--- config.mk ---
export PLATFORM = sky130hd
export DESIGN_NAME = muldiv_unit
export DESIGN_NICKNAME = d
export VERILOG_FILES = /design/src/rtl/muldiv_unit.sv
export SDC_FILE = /design/constraint.sdc
export NUM_CORES = 1
export LEC_CHECK = 0
export BUFFER_PORTS_ARGS = -buffer_cell sky130_fd_sc_hd__buf_2
export CAP_MARGIN = 10
export CORE_MARGIN = 4
export CORE_UTILIZATION = 61
export CTS_CLUSTER_DIAMETER = 200
export DETAILED_ROUTE_END_ITERATION = 12
export PLACE_DENSITY_LB_ADDON = 0.3
export SYNTH_ARGS = -nofsm -noshare
export SYNTH_HDL_FRONTEND = slang
export SYNTH_SLANG_ARGS = --single-unit
--- constraint.sdc ---
create_clock -name clk -period 4.1 [get_ports clk]
set_input_delay 0 -clock clk [delete_from_list [all_inputs] [get_ports clk]]
set_output_delay 0 -clock clk [all_outputs]
set_load 0.05 [all_outputs]
--- src/rtl/muldiv_unit.sv ---
// muldiv_unit: iterative multiply/divide unit with HI/LO result registers.
// Radix-2 shift-add multiply and restoring divide, one bit per cycle.
// Signed operations work on magnitudes and fix the result signs at the end.
// Handshake: start is accepted only when busy is low (IDLE); done pulses for
// one cycle after hi/lo are written by MULT/DIV, and a new start may be
// issued in that same cycle.
module muldiv_unit #(
    parameter int WIDTH = 32,
    parameter int OPW   = 3
) (
    input  logic             clk,
    input  logic             rst,
    input  logic             start,
    input  logic [OPW-1:0]   op,
    input  logic [WIDTH-1:0] a,
    input  logic [WIDTH-1:0] b,
    input  logic             flush,
    output logic             busy,
    output logic             done,
    output logic [WIDTH-1:0] hi,
    output logic [WIDTH-1:0] lo
);

    localparam int CW = $clog2(WIDTH + 1);

    localparam logic [OPW-1:0] OP_MULT  = OPW'(0);
    localparam logic [OPW-1:0] OP_MULTU = OPW'(1);
    localparam logic [OPW-1:0] OP_DIV   = OPW'(2);
    localparam logic [OPW-1:0] OP_DIVU  = OPW'(3);
    localparam logic [OPW-1:0] OP_MTHI  = OPW'(4);
    localparam logic [OPW-1:0] OP_MTLO  = OPW'(5);

    typedef enum logic [1:0] {
        S_IDLE = 2'd0,
        S_CALC = 2'd1,
        S_FIX  = 2'd2
    } state_t;

    // state is left visible for hierarchical observation
    state_t state;
    state_t state_nx;

    // latched operation context
    logic [WIDTH-1:0]   ma;        // multiplicand / dividend magnitude
    logic [WIDTH-1:0]   mb;        // multiplier / divisor magnitude
    logic [2*WIDTH-1:0] prod;      // mult: {acc, multiplier}; div: {rem, quotient}
    logic [CW-1:0]      cnt;
    logic               is_div_r;
    logic               neg_q;     // product / quotient is negative
    logic               neg_r;     // remainder is negative
    logic               dz;        // divisor was zero

    // decode and step datapath
    logic               is_md;
    logic               is_div;
    logic               sgn_op;
    logic               accept;
    logic [WIDTH-1:0]   mag_a;
    logic [WIDTH-1:0]   mag_b;
    logic [WIDTH:0]     mul_sum;
    logic [2*WIDTH-1:0] mul_next;
    logic [WIDTH:0]     div_sh;
    logic               div_ge;
    logic [WIDTH-1:0]   div_sub;
    logic [2*WIDTH-1:0] div_next;
    logic [2*WIDTH-1:0] p_fix;
    logic [WIDTH-1:0]   q_fix;
    logic [WIDTH-1:0]   r_fix;
    logic [WIDTH-1:0]   fix_hi;
    logic [WIDTH-1:0]   fix_lo;

    // op decode, operand magnitudes and one-bit step for multiply and divide
    always_comb begin
        is_md   = (op == OP_MULT) || (op == OP_MULTU) || (op == OP_DIV) || (op == OP_DIVU);
        is_div  = (op == OP_DIV) || (op == OP_DIVU);
        sgn_op  = (op == OP_MULT) || (op == OP_DIV);
        accept  = (state == S_IDLE) && start && !flush && is_md;
        mag_a   = (sgn_op && a[WIDTH-1]) ? -a : a;
        mag_b   = (sgn_op && b[WIDTH-1]) ? -b : b;

        mul_sum  = {1'b0, prod[2*WIDTH-1:WIDTH]} + (prod[0] ? {1'b0, ma} : {(WIDTH+1){1'b0}});
        mul_next = {mul_sum, prod[WIDTH-1:1]};

        // shifted partial remainder always fits WIDTH+1 bits; the difference
        // is only kept when it is non-negative, so WIDTH bits suffice for it
        div_sh   = {prod[2*WIDTH-1:WIDTH], prod[WIDTH-1]};
        div_ge   = (div_sh >= {1'b0, mb});
        div_sub  = div_sh[WIDTH-1:0] - mb;
        div_next = {(div_ge ? div_sub : div_sh[WIDTH-1:0]), prod[WIDTH-2:0], div_ge};
    end

    // sign correction and final hi/lo selection
    always_comb begin
        p_fix  = neg_q ? -prod : prod;
        q_fix  = neg_q ? -prod[WIDTH-1:0] : prod[WIDTH-1:0];
        r_fix  = neg_r ? -prod[2*WIDTH-1:WIDTH] : prod[2*WIDTH-1:WIDTH];
        fix_hi = is_div_r ? r_fix : p_fix[2*WIDTH-1:WIDTH];
        fix_lo = is_div_r ? (dz ? {WIDTH{1'b1}} : q_fix) : p_fix[WIDTH-1:0];
    end

    // state register
    always_ff @(posedge clk) begin
        if (rst) state <= S_IDLE;
        else     state <= state_nx;
    end

    // next-state logic
    always_comb begin
        state_nx = state;
        case (state)
            S_IDLE: if (accept) state_nx = S_CALC;
            S_CALC: begin
                if (flush)                         state_nx = S_IDLE;
                else if (cnt == CW'(WIDTH - 1))    state_nx = S_FIX;
            end
            S_FIX:   state_nx = S_IDLE;
            default: state_nx = S_IDLE;
        endcase
    end

    // state-derived outputs
    always_comb begin
        busy = (state != S_IDLE);
    end

    // datapath: operand latch, iteration, result write-back and done pulse
    always_ff @(posedge clk) begin
        if (rst) begin
            ma       <= '0;
            mb       <= '0;
            prod     <= '0;
            cnt      <= '0;
            is_div_r <= 1'b0;
            neg_q    <= 1'b0;
            neg_r    <= 1'b0;
            dz       <= 1'b0;
            hi       <= '0;
            lo       <= '0;
            done     <= 1'b0;
        end else begin
            done <= 1'b0;
            case (state)
                S_IDLE: begin
                    if (start && !flush) begin
                        if (is_md) begin
                            ma       <= mag_a;
                            mb       <= mag_b;
                            cnt      <= '0;
                            is_div_r <= is_div;
                            neg_q    <= sgn_op && (a[WIDTH-1] ^ b[WIDTH-1]);
                            neg_r    <= sgn_op && a[WIDTH-1];
                            dz       <= (b == '0);
                            prod     <= is_div ? {{WIDTH{1'b0}}, mag_a} : {{WIDTH{1'b0}}, mag_b};
                        end else if (op == OP_MTHI) begin
                            hi <= a;
                        end else if (op == OP_MTLO) begin
                            lo <= a;
                        end
                    end
                end
                S_CALC: begin
                    if (!flush) begin
                        cnt  <= cnt + 1'b1;
                        prod <= is_div_r ? div_next : mul_next;
                    end
                end
                S_FIX: begin
                    if (!flush) begin
                        hi   <= fix_hi;
                        lo   <= fix_lo;
                        done <= 1'b1;
                    end
                end
                default: ;
            endcase
        end
    end

endmodule
# ---- After elaboration in Yosys (flattened, before gate mapping)
# Cells that the tools add are included.
dict set report word_totals {
  reg_bits 205
  elab_cells 102
}
dict set report op_classes {
  eq_ne 18
  bitwise 2
  reduce_logical 25
  mux 36
  addsub 8
  order_cmp 1
}
# op count
set op_table {}
lappend op_table {{two-way mux 32 bit} 19}
lappend op_table {{two-way mux 64 bit} 5}
lappend op_table {{negator 32 bit} 4}
lappend op_table {{one-hot mux 32 bit (2 select lines)} 2}
lappend op_table {{one-hot mux 64 bit (2 select lines)} 1}
lappend op_table {{negator 64 bit} 1}
lappend op_table {{adder 32 x 32 -> 33 bit} 1}
lappend op_table {{>= comparator 33 x 32 -> 1 bit} 1}
lappend op_table {{logical NOT 32 bit} 1}
lappend op_table {{subtractor 32 bit} 1}
lappend op_table {{two-way mux 6 bit} 3}
lappend op_table {{!= test 2 bit (second input constant)} 6}
lappend op_table {{one-hot mux 6 bit (2 select lines)} 1}
lappend op_table {{logical AND 1 bit} 7}
lappend op_table {{adder 6 x 1 -> 6 bit (second input constant)} 1}
lappend op_table {{equality test 3 x 2 -> 1 bit (second input constant)} 2}
lappend op_table {{equality test 3 bit (second input constant)} 2}
lappend op_table {{equality test 6 x 5 -> 1 bit (second input constant)} 1}
lappend op_table {{two-way mux 2 bit} 3}
lappend op_table {{!= test 2 x 1 -> 1 bit (second input constant)} 3}
lappend op_table {{AND reduction 6 bit} 1}
lappend op_table {{nonzero test 2 bit} 3}
lappend op_table {{logical OR 1 bit} 5}
lappend op_table {{AND reduction 5 bit} 1}
lappend op_table {{other kinds (15)} 15}

# ---- Depth between registers and ports, before layout
dict set report logic_depth {
  depth_word 8
  depth_mapped 14
  depth_no_buf 13
}

# ---- Worst setup path after synthesis
# OpenSTA, ideal clock, no wires.
dict set report synth_timing {
  path_kind {register to register}
  start {register prod[52]}
  end {register prod[53]}
  stages_incl_launch_ff 13
  synth_period_minus_slack_ns 2.889
  required_ns 3.980
  n_path_buf 2
  t_arrival_ns 2.769
  setup_ns 0.120
  slack_ns 1.211
  path_cell_list {dfxtp_1 -> ha_1 -> clkbuf_1 -> nand2_1 -> or4_1 -> nor4_1 -> o31a_1 -> nor3_1 -> a21bo_1 -> buf_2 -> nor2_1 -> a221o_1 -> a211o_1}
}
dict set report synth_via {
  elab_chain_len 5
  word_cells_on_any_way 7
}
# element line_no
set synth_lines {}
lappend synth_lines {{start: declaration} 46} ;# logic [2*WIDTH-1:0] prod;
lappend synth_lines {{start signal: assignment} 153} ;# prod <= is_div ? {{WIDTH{1'b0}}, mag_a} : {{WIDTH{1'b0}}, mag_b};
lappend synth_lines {{start signal: assignment} 164} ;# prod <= is_div_r ? div_next : mul_next;
lappend synth_lines {{subtractor 32 bit or >= comparator 33 x 32 -> 1 bit (tied branches)} {88, 87}}
lappend synth_lines {{two-way mux 32 bit} 89} ;# div_next = {(div_ge ? div_sub : div_sh[WIDTH-1:0]), prod[WIDTH-2:0], div_ge};
lappend synth_lines {{two-way mux 64 bit (*)} 164}
lappend synth_lines {{two-way mux 64 bit (*)} 162} ;# if (!flush) begin
lappend synth_lines {{one-hot mux 64 bit (2 select lines) (*)} 142} ;# case (state)
# Every way passes the cells marked *; elsewhere a longest branch is shown, timed or not. The select of a mux whose other input is x is not followed.
# A chain may end at the register's enable or synchronous reset.

# ---- Worst setup path after layout
dict set report layout_timing {
  start {register prod[0]}
  end {register prod[60]}
}
dict set report layout_via {
  elab_chain_len 5
}
# element line_no
set layout_lines {}
lappend layout_lines {{two-way mux 32 bit} 81} ;# mul_sum = {1'b0, prod[2*WIDTH-1:WIDTH]} + (prod[0] ? {1'b0, ma} : {(WIDTH+1){1'b0}});
lappend layout_lines {{adder 32 x 32 -> 33 bit} 81}
lappend layout_lines {{two-way mux 64 bit} 164}
lappend layout_lines {{two-way mux 64 bit} 162}
lappend layout_lines {{one-hot mux 64 bit (2 select lines)} 142}
# Every way passes these cells. The select of a mux whose other input is x is not followed.

==> summary.md <==
| Metric | Value |
|---|---|
| Die area | 27,840 um^2 |
| Slew headroom | 20.92% |
| Width of the die | 166.8 um |
| Tightest Pin Transition | 1.186 ns |
| Setup slack on the worst flop-to-flop path | 0.48 ns |
| Hold Vio Cnt, Final | 0 |
| Starting DRT DRC Count | 2,406 |
| Crit Path Max Fanout | 11 |
| Largest net degree at the start of global routing | 92 |
| Post-layout min period | 3.623 ns |
| Via Count | 16,910 |
| Netlist Area Pre-Place | 15,390 um^2 |
| Number of global-route vias before repair | 15,650 |
| Leak | 6.970 nW |
| Global route overflow | 0 |
| Row cnt | 57 |
| Vias/cell | 6.625 |
| Sink Count | 205 |
| Starting Density | 62.55% |
| Hpwl dp | 44,510 um |
| EDFF count, synth | 0 |
| First-pass GRT wire length | 89,980 um |
| Die Ht | 166.8 um |
| Area of the multi-input gates | 10,530 um^2 |
| Status | finished, final reports clean |
| Syn nets | 2,231 |
| Syn Area/Cell | 7.368 um^2 |
| Fin nets | 2,355 |
| WP data arrival | 4.00 ns |
| Total Wirelength | 59,220 um |
| Commonest cells after routing, fill and taps aside | 253 x nor2_1, 217 x nand2_1, 206 x a21oi_1 |
| Worst VDD drop | 0.0004090 V |
| Sequential-to-total area share from yosys stat | 26.66% |
| Clock latency at the later pin of the worst-skew pair | 0.54 ns |
| Antenna violations before repair | 1 |
| Root buf cell | clkbuf_16 |
| # DRC | 0 |
| RSZ-0062 raised after global routing | no |
| Ys flop type | dfxtp_1 |
| Reg clk slew, reported paths | 0.06 ns |
| Register area | 4105 um^2 |
| Routed length per instance | 23.20 um |
| CTS buffer count | 24 |
| Total core area | 24,600 um^2 |
| GRT Overall Usage | 40.25% |
| Area grow syn2layout | 15.11% |
| CTS tree | built |
| Fillers | 2,016 |
| Asr flop ratio synth | 0% |
| Type of origin of the critical path | flip-flop |
| Hold crit path type | in -> reg |
| Synth warn | 0 |
| Share of layout cells above drive strength 1 | 10.63% |
| Area fraction of the dominant cell type after synthesis | 26.66% |
| Setup TNS | 0 ns |
| Fin util | 72.01% |
| Yosys cell types | 76 |
| Yosys reg bits | 205 |
| GPL Wtd Cong | 1.096 |
| CTS resizes | 0 |
| 1st-pass router iterations | 8 |
| Skew final | 0.01790 ns |
| Max Root-Sink Buffers | 3 |
| Setup crit end kind | flip-flop |
| Commonest non-fill, non-tap cell in the layout | nor2_1 |
| Hold Worst Slack | 0.04096 ns |
| WS Path Type | reg -> reg |
| Achievable Freq | 276.0 MHz |
| # port buffers | 136 |
| CP required | 4.48 ns |
| Synthesized instance count | 2,089 |
| MaxCap Viol Count | 0 |
| Cell taking the most area after synthesis | dfxtp_1 |
| Power Dens Cells | 316.4 nW/um^2 |
| Setup violations, final | 0 |
| Final Slew Violations | 0 |
| Fin crit share | 88.37% |
| H-tree depth | 1 |
| # IOs | 137 |
| Ant. Diodes | 0 |
| Area contributors post-synth | dfxtp_1 27%, a21oi_1 6.7%, nor2_1 6.2%, xnor2_1 5.7%, ha_1 5.6% |
| DRT antenna net count | 0 |
-- worst paths after layout --
path / endpoint / from / cells after the start
max: prod[60]$_SDFFE_PP0P_ / prod[0]$_SDFFE_PP0P_ / 11
min reg2reg: lo[16]$_SDFFE_PP0P_ / lo[16]$_SDFFE_PP0P_ / 2
max reg2reg: prod[60]$_SDFFE_PP0P_ / prod[0]$_SDFFE_PP0P_ / 11
min: ma[4]$_SDFFE_PP0P_ / a[4] / 3
-- where the power goes --
group / internal (W) / switching, W
clock network: 0.00133 / 0.000900
logic: 0.000431 / 0.000796
registers: 0.00207 / 0.0000799
total: 0.00383 / 0.00178
-- final cells by class --
cell class	count	area share, %
sequential	205	23.17
clock inverter	7	0.5367
clock buffer	35	4.025
inverter	65	1.377
multi-input combinational	1679	59.45
timing repair buffer	238	9.153
tap	324	2.288
-- repair_timing --
item,CTS,global route
endpoints found under the hold margin,64,0
hold buffers,59,0
setup buffers,0,0
-- flip-flops by register name, summed over array words and instances (netlist names) --
name      cells
neg_q         1
cnt           6
is_div_r      1
ma           32
done          1
lo           32
prod         64
hi           32
state         2
dz            1
mb           32
neg_r         1
-- cell usage after synthesis (17+ instances only) --
cell type	instances
a211oi_1	92
a21o_1	26
a21oi_1	206
a311oi_1	22
a31oi_1	25
and2_1	38
clkbuf_1	129
dfxtp_1	205
ha_1	69
inv_1	65
mux2i_1	50
nand2_1	217
nand2b_1	18
nand3_1	27
nor2_1	255
nor3_1	60
nor4_1	17
o21ai_0	57
o21ai_1	66
o221ai_1	17
o31ai_1	19
or3_1	17
xnor2_1	101
xor2_1	71
-- per-layer routing --
metal	vias up	routed length (um)	global-route usage, %
met1	7844	22620	52.33
li1	7786	-	-
met4	2	4186	22.34
met2	1046	26210	63.09
met3	235	6187	7.514
met5	-	13	0
-- kinds of logic after synthesis --
group / after synthesis / share of synthesized area (%)
and+or+nand+nor: 733 / 22.20
AOI/OAI and AO/OA: 652 / 27.08
buffers and inverters: 205 / 5.073
DFF: 205 / 26.66
xor gates and xnor gates: 172 / 9.788
adders and majority gates: 71 / 5.869
muxes: 51 / 3.325
-- worst max-delay path, cell delays in order (launching register included) --
cell      delay (ns)
dfxtp_1         0.42
and2_1          0.22
ha_1            0.38
o211ai_1        0.15
o211a_1         0.27
o31ai_1         0.59
a31oi_1         0.33
o21a_1          0.29
o21ai_1         0.20
a21o_1          0.17
mux2i_1         0.32
o211ai_1        0.13
-- through the flow --
stage	area (um^2)	std cells	total power (W)	setup slack, ns
floorplan	15390	2089	0.002935	1.211
global placement	16320	2452	0.003301	0.5676
detailed placement	16320	2452	0.003317	0.5471
CTS	17720	2553	0.005560	0.5223
global route	17720	2553	0.005784	0.2860
finish	17720	2553	0.005606	0.4768
Power figures use the tool's default switching activity.
